### src/rtl/dbu_run_ctrl.sv
// dbu_run_ctrl: run-control sequencer between the DBU front panel and the CPU.
//   Synchronizes the panel inputs, debounces the step/inc/dec buttons into
//   single-cycle pulses, sequences free-run / single-step via a HALT/RUN/STEP
//   FSM, maintains a wrapping inspection address and counts enabled cycles.
// Ports:
//   clk        system clock, rising edge
//   rst        synchronous reset, active-low
//   succ       run switch level (1 = continuous run)
//   step       single-step button, raw
//   inc, dec   inspection address buttons, raw
//   m_rf       inspection target (1 = memory, 0 = register file)
//   cpu_en     CPU clock enable, decoded from the state register
//   run_state  FSM state (00 HALT, 01 RUN, 10 STEP)
//   view_addr  inspection address
//   exec_cnt   count of cycles with cpu_en = 1, wraps
module dbu_run_ctrl #(
  parameter int unsigned DEB_CYCLES = 4,
  parameter int unsigned ADDR_W     = 8,
  parameter int unsigned RF_AW      = 5,
  parameter int unsigned CNT_W      = 16
) (
  input  logic              clk,
  input  logic              rst,
  input  logic              succ,
  input  logic              step,
  input  logic              inc,
  input  logic              dec,
  input  logic              m_rf,
  output logic              cpu_en,
  output logic [1:0]        run_state,
  output logic [ADDR_W-1:0] view_addr,
  output logic [CNT_W-1:0]  exec_cnt
);

  localparam int unsigned DEB_CW = (DEB_CYCLES > 1) ? $clog2(DEB_CYCLES) : 1;
  localparam logic [DEB_CW-1:0] DEB_LAST = DEB_CW'(DEB_CYCLES - 1);
  localparam logic [ADDR_W-1:0] RF_MASK  = ADDR_W'((64'd1 << RF_AW) - 64'd1);

  // Bit order of the synchronizer vectors
  localparam int unsigned IDX_SUCC = 0;
  localparam int unsigned IDX_MRF  = 4;

  typedef enum logic [1:0] {
    ST_HALT = 2'b00,
    ST_RUN  = 2'b01,
    ST_STEP = 2'b10
  } state_t;

  state_t            state;
  logic [4:0]        sync1;
  logic [4:0]        sync2;
  logic              m_rf_q;
  logic [2:0]        btn_p;     // {dec_p, inc_p, step_p}
  logic              succ_s;
  logic              m_rf_s;
  logic              step_p;
  logic              inc_p;
  logic              dec_p;
  logic [ADDR_W-1:0] addr_step;
  logic [ADDR_W-1:0] addr_next;

  assign succ_s = sync2[IDX_SUCC];
  assign m_rf_s = sync2[IDX_MRF];
  assign step_p = btn_p[0];
  assign inc_p  = btn_p[1];
  assign dec_p  = btn_p[2];

  // Per-button debouncer and rising-edge pulse generator (sync2 bits 1..3)
  for (genvar g = 0; g < 3; g++) begin : g_deb
    logic              lvl;
    logic              lvl_q;
    logic              pulse;
    logic [DEB_CW-1:0] cnt;

    always_ff @(posedge clk) begin
      if (!rst) begin
        lvl   <= 1'b0;
        lvl_q <= 1'b0;
        pulse <= 1'b0;
        cnt   <= '0;
      end else begin
        lvl_q <= lvl;
        pulse <= lvl & ~lvl_q;
        // Any sample agreeing with the current level restarts the count
        if (sync2[g+1] == lvl) begin
          cnt <= '0;
        end else if (cnt == DEB_LAST) begin
          lvl <= ~lvl;
          cnt <= '0;
        end else begin
          cnt <= cnt + DEB_CW'(1);
        end
      end
    end

    assign btn_p[g] = pulse;
  end

  // Address arithmetic: full-width wrap for memory, RF_AW-bit wrap for the RF
  always_comb begin
    addr_step = inc_p ? (view_addr + ADDR_W'(1)) : (view_addr - ADDR_W'(1));
    addr_next = m_rf_s ? addr_step : (addr_step & RF_MASK);
  end

  // Synchronizers, FSM, inspection address and cycle counter
  always_ff @(posedge clk) begin
    if (!rst) begin
      sync1     <= '0;
      sync2     <= '0;
      m_rf_q    <= 1'b0;
      state     <= ST_HALT;
      view_addr <= '0;
      exec_cnt  <= '0;
    end else begin
      sync1  <= {m_rf, dec, inc, step, succ};
      sync2  <= sync1;
      m_rf_q <= m_rf_s;

      if (cpu_en) begin
        exec_cnt <= exec_cnt + CNT_W'(1);
      end

      case (state)
        ST_HALT: begin
          if (succ_s) begin
            state <= ST_RUN;
          end else if (step_p) begin
            state <= ST_STEP;
          end
        end
        ST_RUN: begin
          if (!succ_s) begin
            state <= ST_HALT;
          end
        end
        default: state <= ST_HALT;
      endcase

      // A target switch restarts inspection from address 0
      if (m_rf_s != m_rf_q) begin
        view_addr <= '0;
      end else if ((state != ST_RUN) && (inc_p ^ dec_p)) begin
        view_addr <= addr_next;
      end
    end
  end

  assign cpu_en    = (state == ST_RUN) || (state == ST_STEP);
  assign run_state = state;

endmodule

### config.mk
export PLATFORM = sky130hd
export DESIGN_NAME = dbu_run_ctrl
export DESIGN_NICKNAME = d
export VERILOG_FILES = /design/src/rtl/dbu_run_ctrl.sv
export SDC_FILE = /design/constraint.sdc
export NUM_CORES = 1
export LEC_CHECK = 0
export CAP_MARGIN = 20
export CORE_UTILIZATION = 40
export CTS_BUF_LIST = sky130_fd_sc_hd__clkbuf_8
export CTS_CLUSTER_SIZE = 28
export DETAILED_ROUTE_END_ITERATION = 10
export PLACE_DENSITY = 0.59
export SKIP_CTS_REPAIR_TIMING = 1
export SLEW_MARGIN = 20
export SYNTH_ARGS = -nofsm -noshare
export SYNTH_HDL_FRONTEND = slang
export SYNTH_SLANG_ARGS = --single-unit
export TNS_END_PERCENT = 1
### constraint.sdc
create_clock -name clk -period 2.8 [get_ports clk]
set_clock_uncertainty 0.1 [all_clocks]
set_input_delay 0.56 -clock clk [delete_from_list [all_inputs] [get_ports clk]]
set_output_delay 0.56 -clock clk [all_outputs]
set_load 0.02 [all_outputs]
# Yosys cells after proc, flatten, opt, wreduce, memory -nomap -nowiden

Index checks and enable logic that the tools add are counted.

Output and inout port bits: 27
Flip-flop bits (word level): 52
Word-level logic and storage cells: 67
Bits of input ports: 7

Bitwise operators: 14
$add $sub $neg: 6
Reduce and logical (&&, ||, !) cells: 11
Muxes and demuxes: 6
Eq/ne operators: 12

Operators by type and width:

| cell                                                   | number |
|---|---|
| adder 16 x 1 -> 16 bit (second input constant)         | 1 |
| two-way mux 8 bit                                      | 2 |
| inverter 1 bit                                         | 10 |
| OR reduction 3 bit                                     | 3 |
| adder 8 x 1 -> 8 bit (second input constant)           | 1 |
| equality test 2 bit (second input constant)            | 4 |
| AND reduction 2 bit                                    | 4 |
| subtractor 8 x 1 -> 8 bit (second input constant)      | 1 |
| adder 2 x 1 -> 2 bit (second input constant)           | 3 |
| two-way mux 2 bit                                      | 3 |
| one-hot mux 2 bit (2 select lines)                     | 1 |
| bitwise AND 1 bit                                      | 3 |
| equality test 1 bit                                    | 3 |
| inequality test 3 bit (second input constant)          | 1 |
| equality test 2 x 1 -> 1 bit (second input constant)   | 1 |
| zero test 2 bit                                        | 1 |
| inequality test 2 x 1 -> 1 bit (second input constant) | 1 |
| inequality test 2 bit (second input constant)          | 1 |
| OR reduction 2 bit                                     | 1 |
| logical AND 1 bit                                      | 1 |
| logical OR 1 bit                                       | 1 |
| inequality test 1 bit                                  | 1 |
| bitwise XOR 1 bit                                      | 1 |

# Logic depth before layout (Yosys ltp)

Depth after elaboration: 3
Depth in mapped cells: 7
Depth with buffers taken out: 7

# Worst setup path before layout

No wires, ideal clock.

Kind: reg-to-reg
From: reg state[0], in the netlist run_state[0]
To: reg exec_cnt[15]
Path slack: 0.617 ns
Arrival time: 1.968 ns
Buffers on the path: 0
Cell stages (with the launch flop): 8
Data required time: 2.585 ns
Cells stage by stage: dfxtp_1 inv_1 ha_1 and4_1 nand3_2 nor4_2 xor2_1 and2_1

Longest elaborated chain between the ends: 2
Elaborated cells on any way between the ends: 3
Those cells by class: 2 x eq/ne; 1 x reduce/logical

RTL lines:

| what                                                                       | RTL line | text |
|---|---|---|
| start, declared                                                            | 49       | `state_t state;` |
| start signal, assigned                                                     | 111      | `state <= ST_HALT;` |
| start signal, assigned                                                     | 126      | `state <= ST_RUN;` |
| start signal, assigned                                                     | 128      | `state <= ST_STEP;` |
| equality test 2 x 1 -> 1 bit / equality test 2 bit (equally long branches) | 148      | `assign cpu_en = (state == ST_RUN) \|\| (state == ST_STEP);` |
| logical OR 1 bit (*)                                                       | 148      |  |
| named net cpu_en                                                           | 29       | `output logic cpu_en,` |
| end signal, assigned                                                       | 120      | `exec_cnt <= exec_cnt + CNT_W'(1);` |
| end, declared                                                              | 32       | `output logic [CNT_W-1:0] exec_cnt` |

The timed path passes the listed nets; every way through them passes the cells marked *.
A chain may end at the register's enable or synchronous reset.

# Final worst setup path

From: reg state[0], in the netlist run_state[0]
To: out cpu_en

Longest elaborated chain between the ends: 2
Elaborated cells on any way between the ends: 3
Those cells by class: 2 x eq/ne; 1 x reduce/logical

RTL lines:

| what                                                                       | RTL line |
|---|---|
| equality test 2 x 1 -> 1 bit / equality test 2 bit (equally long branches) | 148 |
| logical OR 1 bit (*)                                                       | 148 |
| end, declared                                                              | 29 |

Mark *: on every way between the ends. The rest lies on a longest branch, timed or not.

==> summary.md <==
| Metric | Value |
|---|---|
| First-pass GRT wire length | `6.38 mm` |
| Final max-slew violation count | `0` |
| Time the final worst path needs with I/O delays and setup | `2460 ps` |
| Worst vdd rail ir drop | `0.317 mV` |
| Number of enable flip-flop cells after synthesis | `0` |
| Via count | `1603` |
| Area of the die | `0.00597 mm²` |
| Main synth FF type | `dfxtp_1` |
| Share of the synthesized area in the top cell type | `46.0%` |
| Largest net degree at the start of global routing | `43` |
| Effective utilization at floorplan | `41.4%` |
| Layout cell share with drive strength beyond 1 | `4.92%` |
| Overall power of the completed layout | `0.00130 W` |
| Worst Path Max Fanout | `7` |
| Antenna-violating nets left | `0` |
| Relative max-transition margin | `54.2%` |
| Leak | `1.05 nW` |
| Number of buffer cells added on primary ports | `33` |
| Core area | `0.00547 mm²` |
| Tightest Pin Transition | `685 ps` |
| Mapped Avg Cell Area | `9.98 µm²` |
| Post-synthesis cell count | `227` |
| Arrival time at the worst endpoint | `1800 ps` |
| Number of nets at the end of the flow | `283` |
| Hold Crit Class | `reg -> reg` |
| Number of warning messages in the yosys log | `0` |
| GRT Overall Usage | `13.2%` |
| Clk root buf | `clkbuf_8` |
| Final routed DRC violation total | `0` |
| Final sum of negative setup slack | `0 ps` |
| Worst-skew pair later-pin latency | `290 ps` |
| Cell type with the highest aggregate area in the netlist | `dfxtp_1` |
| Antenna violations before repair | `0` |
| Height of the die | `77.2 µm` |
| Total gr overflow | `0` |
| Final Setup Violations | `0` |
| Num Clock Sinks | `52` |
| Post-Place Cell Area | `0.00267 mm²` |
| Register area share after synthesis | `46.0%` |
| Setup slack of the critical path after layout | `336 ps` |
| Outcome | `completed` |
| Max H-tree Level | `2` |
| Detailed router's first-iteration violation count | `63` |
| Sum of net half-perimeters after detailed placement | `2.64 mm` |
| Routed length per placed instance | `11.0 µm` |
| Maximum number of buffers from clock root to sink | `2` |
| Worst Path Class, Setup | `reg -> out` |
| Top layer reached by signal wires | `met4` |
| Number of synthesized register bits | `52` |
| Inserted Diodes | `0` |
| Final count of hold timing violations | `0` |
| Dpl cells | `328` |
| Cell row count | `27` |
| Cell Area, Synth | `0.00226 mm²` |
| Relative area change from synthesis to final layout | `22.8%` |
| Vias per cell | `4.77` |
| Post-Synthesis Net Count | `247` |
| Final Non-Filler Cells | `336` |
| Count of different cell masters after synthesis | `38` |
| Number of buffers created by CTS | `5` |
| Number of global-route vias before repair | `1446` |
| Pre-antenna DRT Iters | `4` |
| Detailed Route WL | `3.70 mm` |
| Die span in x | `77.2 µm` |
| Area of all placed cells without fillers | `0.00278 mm²` |
| DR WL met2 | `1.65 mm` |
| Metal1 wirelength | `1.90 mm` |
| Met3 wirelength from detailed routing | `122 µm` |
| RSZ-0062 raised after global routing | `no` |
| Ranking of synthesized cells by area | `dfxtp_1 (46%), and2_1 (8.0%), ha_1 (6.6%), xnor2_1 (6.2%), mux2i_1 (3.1%)` |
| Required time of the worst setup path | `2140 ps` |
| Startpoint type of the worst setup path | `register` |
| Final weighted congestion of routability-driven global placement | `0.753` |
| Max Clk Rate | `406 MHz` |
| Share of synthesized flip-flops with an asynchronous set or reset | `0%` |
| Areal power density over the cells | `468 mW/mm²` |
| Top-level port count | `34` |
| Ratio of final minimum period to clock period | `88.0%` |
| Clock-pin slew reported for the worst setup and hold paths after clock tree synthesis | `90 ps` |
| CTS tree | `yes` |
| Minimum setup slack after placement | `639 ps` |
| Max_cap viols | `0` |
| CP Capture Type | `output pin` |
flip-flops by register name (all words and copies together) (netlist names), 2 cells and up:
register,count
sync2,5
sync1,5
run_state,2
exec_cnt,16
g_deb.pulse,2
g_deb.cnt,6
g_deb.lvl,3
view_addr,8
g_deb.lvl_q,3
routing by layer:
layer / up-vias / GRT usage [%]
met3: 2 / 3.33
met5: - / 0
met1: 732 / 17.3
met2: 21 / 21.0
li1: 848 / -
met4: 0 / 4.53
final cells by class:
| class | instances | area (µm²) |
|---|---|---|
| inverters | 6 | 22.5 |
| multi-input cells | 164 | 1180 |
| fillers | 533 | 2690 |
| clock inverters | 3 | 38.8 |
| flip-flops and latches | 52 | 1040 |
| well taps | 72 | 90.1 |
| clock buffers | 5 | 68.8 |
| repair buffers | 34 | 338 |
worst paths after layout:
| check | end | slack (ps) | cells after the start | startpoint |
|---|---|---|---|---|
| setup / recovery | cpu_en | 340 | 3 | run_state[0] |
| hold / removal | g_deb[1].pulse | 280 | 1 | g_deb[1].lvl_q |
| setup reg to reg | view_addr[7] | 620 | 7 | g_deb[1].pulse |
| hold reg to reg | g_deb[1].pulse | 280 | 1 | g_deb[1].lvl_q |
layout by cell type, fill, tap and decap left out, types with 2 or more instances in the layout:
master / instances
a211oi_1: 4
a21boi_1: 3
a21o_1: 2
a21oi_1: 7
and2_1: 29
clkbuf_8: 5
clkdlybuf4s50_1: 33
dfxtp_1: 52
ha_1: 12
inv_1: 7
mux2i_1: 7
nand2_1: 17
nand3_1: 3
nand4_1: 5
nor2_1: 5
nor2b_1: 10
nor3_1: 4
nor4b_1: 2
nor4bb_1: 3
o211ai_1: 3
o21ai_0: 8
or3_1: 4
xnor2_1: 16
xor2_1: 6
critical path, cell delays in order, from the launching register on:
cell             delay (ps)
dfxtp_1                 380
inv_1                    60
ha_1                    420
clkdlybuf4s50_1         650
power by group:
group	internal, W	switching [W]	total (W)
Sequential	0.000749	0.00000664	0.000756
Clock	0.000262	0.000232	0.000494
Combinational	0.0000274	0.0000238	0.0000512
synthesized netlist by cell type, drive strengths merged (5+ instances only):
| master | count |
|---|---|
| nand4 | 5 |
| a21oi | 8 |
| nor2b | 10 |
| o21ai | 8 |
| mux2i | 7 |
| inv | 6 |
| dfxtp | 52 |
| nor2 | 5 |
| and2 | 29 |
| xor2 | 6 |
| nand2 | 17 |
| xnor2 | 16 |
| ha | 12 |
through the flow:
stage,utilization [%],hold WS (ps)
2_1_floorplan,-,267
3_3_place_gp,48.8,272
3_5_place_dp,48.8,271
4_1_cts,50.8,281
5_1_grt,50.8,299
6_report,50.8,277
logic make-up (layout without fill, tap and decap cells):
kind of cell,count (synthesis),in the layout,synth area share [%]
AOI/OAI and AO/OA,32,32,9.06
adders and majority gates,13,13,7.51
DFF,52,52,46.0
muxes,8,8,3.76
xor gates and xnor gates,22,22,8.51
buffers and inverters,11,48,1.88
and+or+nand+nor,89,89,23.3
Power figures use the tool's default switching activity.
